<file path="config.mk">
export PLATFORM = sky130hd
export DESIGN_NAME = light_sequencer
export DESIGN_NICKNAME = d
export VERILOG_FILES = /design/src/rtl/light_sequencer.sv
export SDC_FILE = /design/constraint.sdc
export NUM_CORES = 1
export LEC_CHECK = 0
export BUFFER_PORTS_ARGS = -buffer_cell sky130_fd_sc_hd__buf_2
export CAP_MARGIN = 0
export CORE_ASPECT_RATIO = 0.9
export CORE_MARGIN = 2
export CORE_UTILIZATION = 55
export CTS_CLUSTER_SIZE = 8
export DETAILED_ROUTE_END_ITERATION = 12
export GPL_TIMING_DRIVEN = 0
export PLACE_DENSITY_LB_ADDON = 0.05
export SYNTH_ARGS = -nofsm -noshare
export SYNTH_HDL_FRONTEND = slang
export SYNTH_SLANG_ARGS = --single-unit
</file>
<file path="constraint.sdc">
create_clock -name clk -period 2.6 [get_ports clk]
set_clock_uncertainty 0.2 [all_clocks]
set_input_delay 0.39 -clock clk [delete_from_list [all_inputs] [get_ports clk]]
set_output_delay 0.39 -clock clk [all_outputs]
set_load 0.01 [all_outputs]
</file>
<file path="src/rtl/light_sequencer.sv">
// light_sequencer: timed traffic-light FSM with a latched pedestrian WALK/CLEAR insertion
module light_sequencer #(
  parameter int C_CLK_FRQ      = 100000000,
  parameter int C_GREEN_MS     = 5000,
  parameter int C_MIN_GREEN_MS = 2000,
  parameter int C_YELLOW_MS    = 1000,
  parameter int C_RED_MS       = 3000,
  parameter int C_WALK_MS      = 4000,
  parameter int C_CLEAR_MS     = 1000
) (
  input  logic       clk,
  input  logic       rst,
  input  logic [1:0] inPedestrian,
  output logic [1:0] outLight,
  output logic [2:0] outState,
  output logic       outPending,
  output logic       outPedAck
);
  typedef enum logic [2:0] {RED = 3'd0, GREEN = 3'd1, YELLOW = 3'd2, WALK = 3'd3, CLEAR = 3'd4} state_t;
  localparam logic [31:0] P    = 32'(C_CLK_FRQ / 1000);
  localparam logic [16:0] D_G  = 17'(C_GREEN_MS);
  localparam logic [16:0] D_MG = 17'(C_MIN_GREEN_MS);
  localparam logic [16:0] D_Y  = 17'(C_YELLOW_MS);
  localparam logic [16:0] D_R  = 17'(C_RED_MS);
  localparam logic [16:0] D_W  = 17'(C_WALK_MS);
  localparam logic [16:0] D_C  = 17'(C_CLEAR_MS);
  state_t state, nxt;
  logic [31:0] pre;
  logic [15:0] msCnt;
  logic [16:0] el;
  logic btnPrev, btn, tick;
  always_comb begin
    btn  = |inPedestrian;
    tick = pre == P - 32'd1;
    el   = {1'b0, msCnt} + 17'd1;
    nxt  = state;
    case (state)
      RED:     nxt = tick && el == D_R ? (outPending ? WALK : GREEN) : RED;
      GREEN:   nxt = tick && (el == D_G || (outPending && el >= D_MG)) ? YELLOW : GREEN;
      YELLOW:  nxt = tick && el == D_Y ? RED : YELLOW;
      WALK:    nxt = tick && el == D_W ? CLEAR : WALK;
      CLEAR:   nxt = tick && el == D_C ? GREEN : CLEAR;
      default: nxt = RED;
    endcase
  end
  always_ff @(posedge clk) begin
    if (rst) begin
      state      <= RED;
      pre        <= '0;
      msCnt      <= '0;
      btnPrev    <= 1'b0;
      outPending <= 1'b0;
      outPedAck  <= 1'b0;
      outLight   <= 2'b00;
      outState   <= 3'd0;
    end else begin
      state      <= nxt;
      btnPrev    <= btn;
      pre        <= nxt != state || tick ? '0 : pre + 32'd1;
      msCnt      <= nxt != state ? '0 : tick ? msCnt + 16'd1 : msCnt;
      // entering or staying in WALK swallows any edge, so clearing wins
      outPending <= nxt != WALK && (outPending || (btn && !btnPrev));
      outPedAck  <= nxt == WALK && state != WALK;
      outLight   <= nxt == GREEN ? 2'b01 : nxt == YELLOW ? 2'b10 : nxt == WALK ? 2'b11 : 2'b00;
      outState   <= nxt;
    end
  end
endmodule

</file>
Yosys cells after proc, flatten, opt, wreduce, memory -nomap -nowiden. Cells that the tools add are included.

Flip-flop bits (word level): 56.

Equality and inequality tests: 15. Mux-type cells: 10. $lt $le $gt $ge: 1. Reduce and logical (&&, ||, !) cells: 17. Add/subtract/negate cells: 3.

Operators with widths (number): 17-bit by 12-bit equality test with 1-bit output, second input constant (2); 32-bit by 1-bit adder with 32-bit output, second input constant (1); 32-bit by 17-bit equality test with 1-bit output, second input constant (1); 16-bit by 1-bit adder with 17-bit output, second input constant (1); 17-bit by 10-bit equality test with 1-bit output, second input constant (1); 17-bit by 13-bit equality test with 1-bit output, second input constant (1); 17-bit by 11-bit >= comparator with 1-bit output, second input constant (1); 16-bit by 1-bit adder with 16-bit output, second input constant (1); 3-bit case mux with 5 select lines (1); 3-bit by 2-bit equality test with 1-bit output, second input constant (4); 2-bit two-way mux (6); 1-bit logical AND (8); 2-bit OR reduction (4); 3-bit by 1-bit equality test with 1-bit output, second input constant (2); 3-bit two-way mux (2); 3-bit by 2-bit inequality test with 1-bit output, second input constant (2); 3-bit equality test, second input constant (1); 3-bit zero test (1); 1-bit logical OR (3); 3-bit inequality test (1); 1-bit zero test (1); 1-bit two-way mux (1).

Logic depth before layout (Yosys ltp).
Word-level depth: 11. Depth in mapped cells: 13. Gate-level depth less buffers: 9.

Least setup slack after synthesis. Ideal clock, no wire load.

Path kind: flip-flop to flip-flop. Start: register msCnt[0]. End: register msCnt[1]. Data required time: 2272 ps. Period minus slack after synthesis: 2900 ps. Buffers on the path: 1. Cell stages (with the launch flop): 11. Arrival: 2572 ps. Path slack: -300 ps. Cells stage by stage: dfxtp_1 -> ha_1 -> buf_2 -> nand3_2 -> nor4_1 -> o221a_2 -> nand4_1 -> or4b_1 -> o211a_2 -> o211ai_4 -> nor3b_1.

Cells in the longest elaborated chain, start to end: 9.

RTL lines: start: declaration (line 29) `logic [15:0] msCnt;`; start signal: assignment (line 60) `msCnt <= nxt != state ? '0 : tick ? msCnt + 16'd1 : msCnt;`; 16-bit by 1-bit adder with 17-bit output (line 35) `el = {1'b0, msCnt} + 17'd1;`; 17-bit by 11-bit >= comparator with 1-bit output (line 39) `GREEN: nxt = tick && (el == D_G || (outPending && el >= D_MG)) ? YELLOW : GREEN;`; 1-bit logical AND (line 39); 1-bit logical OR (line 39); 1-bit logical AND (line 39); 2-bit two-way mux (line 39); 3-bit case mux with 5 select lines (line 37) `case (state)`; 3-bit inequality test (line 60); 2-bit OR reduction (no source line).

Several ways; a longest one is shown, not always the timed one. A chain may end at the register's enable or synchronous reset.

Worst setup path in the final report.
Start: register msCnt[5]. End: register pre[23].

Cells in the longest elaborated chain, start to end: 10.

RTL lines: 16-bit by 1-bit adder with 17-bit output * (line 35); 17-bit by 11-bit >= comparator with 1-bit output (line 39); 1-bit logical AND (line 39); 1-bit logical OR (line 39); 1-bit logical AND (line 39); 2-bit two-way mux (line 39); 3-bit case mux with 5 select lines * (line 37); 3-bit inequality test * (line 59) `pre <= nxt != state || tick ? '0 : pre + 32'd1;`; 1-bit logical OR * (line 59); 2-bit OR reduction (no source line) *; end signal: assignment (line 59); end: declaration (line 28) `logic [31:0] pre;`.

Every way passes the cells marked *; elsewhere a longest branch is shown, timed or not.

==> metrics.md <==
| Metric | Value |
|---|---|
| Slew Viols, Final | `0` |
| Most used DFF post-synth | `dfxtp_1` |
| Worst-skew pair later-pin latency | `0.32 ns` |
| Core area | `5790 um2` |
| Fillers | `roughly 330` |
| Failing checks | `setup timing` |
| Post-layout net count | `between 400 and 500` |
| Initial DRC count | `202` |
| CTS Buffer Depth | `2` |
| CTS H-tree lvls | `2` |
| Die footprint | `6750 um2` |
| Max-Cap Viols | `0` |
| Die width | `approximately 86 um` |
| Cell Pwr Density | `around 340 nW/um2` |
| Crit path DAT | `3.10 ns` |
| Antenna Nets Post-Route | `0` |
| Most used cell along the critical path | `buf_6` |
| Most common cell in the synthesized netlist | `nor2_1` |
| Leak | `between 1.5 and 2 nW` |
| Tmin final | `3.08 ns` |
| CP peak stage delay | `0.39 ns` |
| Drt via density | `between 6 and 7` |
| RSZ-0062 raised after global routing | `yes` |
| Share of the synthesized area in the top cell type | `between 30 and 40%` |
| Avg Cell Area, Syn | `8.06 um2` |
| Setup crit start kind | `register` |
| Initial Util | `between 50% and 60%` |
| Yosys cell types | `60` |
| # IOs | `11` |
| Pin count of the biggest net entering global routing | `19` |
| Status | `finished with violations` |
| Met3 GRT Util | `a little under 5%` |
| Total CTS buffers | `5` |
| GR Util met2 | `roughly half` |
| Fmax | `325 MHz` |
| Critical path class | `register to register` |
| Routed length per instance | `18.2 um` |
| Largest cells by area after synthesis | `dfxtp_1 (33%), nor2_1 (8.4%), xor2_1 (7.8%), xnor2_1 (5.5%), nand2_1 (5.0%)` |
| Clock transition at the registers of the reported paths | `approximately 0.11 ns` |
| Min-delay worst type | `primary input to register` |
| Slew headroom | `a little over three fifths` |
| Post-synthesis sequential area ratio | `between 30% and 40%` |
| Detailed-route wire length | `~10000 um` |
| Mapped Cells | `417` |
| Area growth from synthesis to layout | `42.8%` |
| Hold path depth | `3` |
| VDD IR max | `~0.33 mV` |
| Hold-fix buffer count after cts | `0` |
| Synth Cell Area | `between 3000 and 4000 um2` |
| GR Util All Layers | `slightly below 30%` |
| Vias in the first global route | `3291` |
| Crit path cell chain | `buf_6 -> nand4_4 -> nor3_1 -> and4_4 -> o2111ai_4 -> buf_6 -> nor4_4 -> nor2_2 -> a21oi_2 -> buf_6 -> buf_12 -> buf_16 -> nor2_1` |
| # rows | `26` |
| Worst-Margin Slew | `0.548 ns` |
| Commonest cells post-synth | `nor2_1 (75), dfxtp_1 (56), nand2_1 (45)` |
| Final hold vios | `0` |
| Final setup margin | `-0.479 ns` |
| N_diodes | `0` |
| TritonCTS Sinks | `56` |
| DP Wirelength | `about 5300 um` |
| TritonRoute pass-1 iters | `5` |
| Initial antenna violation count | `0` |
| CTS Root Cell | `clkbuf_8` |
| GR peak layer | `met2` |
| PortBufs | `10` |
| Mapped Nets | `424` |
| # DRC | `0` |
| Final GP Congestion | `0.848` |
| Hold Worst Slack | `just over 0.08 ns` |
| CTS tree | `done` |
| WP data required | `2.62 ns` |
| Post-synth EDFFs | `0` |
| CP max-delay cell | `nor3_1` |
| Grt total ovfl | `0` |
| DR vias | `3430` |
| First-pass GRT wire length | `16000 um` |
| Share of cells above drive strength 1 | `about two fifths` |
| CP endpoint kind | `register` |
| Synth async-reset ratio | `0%` |
| Depth of the most critical reg-to-reg path | `13` |
| Die Ht | `about 78 um` |
| Yosys top cell by area | `dfxtp_1` |
| Synth warn | `0` |
| Critical path fanouts, max | `7` |
| Met1 usage | `40.0%` |
| Tot Pwr | `roughly 1.6 mW` |
| Final setup vio count | `between 50 and 60` |
| Fin crit share | `118%` |
| #FFs+latches synth | `56` |
## placed cells by master (no fill, tap or decap), types with 3 or more instances in the layout
| cell type | n |
|---|---|
| a21oi_1 | 3 |
| and2_1 | 8 |
| and3_1 | 5 |
| and3_4 | 3 |
| and4_1 | 3 |
| buf_12 | 3 |
| buf_2 | 10 |
| buf_4 | 49 |
| buf_6 | 19 |
| clkbuf_1 | 3 |
| clkbuf_8 | 5 |
| dfxtp_1 | 41 |
| dfxtp_2 | 8 |
| dfxtp_4 | 7 |
| inv_1 | 8 |
| nand2_1 | 43 |
| nand2b_1 | 4 |
| nand3_1 | 23 |
| nand4_1 | 10 |
| nor2_1 | 50 |
| nor2_2 | 16 |
| nor2_4 | 10 |
| nor3_1 | 9 |
| nor3_4 | 6 |
| nor4_1 | 6 |
| nor4_2 | 4 |
| nor4_4 | 8 |
| o22ai_2 | 3 |
| or4_1 | 3 |
| xnor2_1 | 18 |
| xor2_1 | 29 |
## per-stage QoR
step	area [um2]	setup TNS, ns	util, %	cells	setup slack, ns
6_report	4800	-21.13	82.8	561	-0.479
5_1_grt	4800	-24.11	82.8	561	-0.541
4_1_cts	4490	-11.42	77.6	550	-0.278
3_5_place_dp	3550	-18.68	61.3	497	-0.543
3_3_place_gp	3550	-15.86	61.3	497	-0.451
2_1_floorplan	3410	-1.31	-	417	-0.112
## report_power, final
group / switching [mW] / total, mW / internal [mW]
combinational: 0.0675 / 0.130 / 0.0625
clock: 0.318 / 0.609 / 0.291
sequential: 0.0223 / 0.898 / 0.876
total: 0.408 / 1.64 / 1.23
## logic make-up after synthesis
kind of cell | share of synthesized area, %
AOI/OAI and AO/OA | 10.2
xor gates and xnor gates | 13.3
muxes | 0.931
adders and majority gates | 1.12
buffers and inverters | 4.43
DFF | 33.4
and+or+nand+nor | 36.6
## layer usage
metal	wire (um)	part of all wire (%)	up-vias
met5	0	0	-
met4	245	2.4	0
met3	726	7.1	31
met2	4870	48	163
met1	4350	43	1636
li1	-	-	1600
## path summary, 6_finish.rpt
kind,start,end,slack [ns]
min,inPedestrian[0],btnPrev,0.08
min reg2reg,pre[0],pre[0],0.25
max,msCnt[5],pre[23],-0.48
max reg2reg,msCnt[5],pre[23],-0.48
## critical path: cells and delay by family (launching register included)
| family | cells | cell delay (ns) |
|---|---|---|
| buffers and inverters | 5 | 0.69 |
| AND/OR/NAND/NOR | 6 | 1.39 |
| flip-flops | 1 | 0.36 |
| AO/OA/AOI/OAI | 2 | 0.35 |
## registers in the layout (all words and copies together) (netlist names)
name and cells:
pre 32, msCnt 16, state 3, outLight 2, btnPrev 1, outPedAck 1, outPending 1
## cell type report
| cell class | count | area [um2] | area share, % |
|---|---|---|---|
| timing repair buffer | 72 | 622 | 13.0 |
| sequential | 56 | 1160 | 24.1 |
| clock inverter | 3 | 46.3 | 0.965 |
| inverter | 9 | 33.8 | 0.704 |
| multi-input combinational | 331 | 2650 | 55.3 |
| buffer | 15 | 129 | 2.69 |
| tap | 70 | 87.6 | 1.83 |
| clock buffer | 5 | 68.8 | 1.43 |
## timing repair
item | CTS | global route
setup endpoints to repair | 55 | 55
setup buffers | 44 | 17
hold endpoints to repair | 0 | 0
pin swaps | 28 | 40
gates cloned | 3 | 0
gates resized for setup | 84 | 79
(Power assumes the default switching activity.)
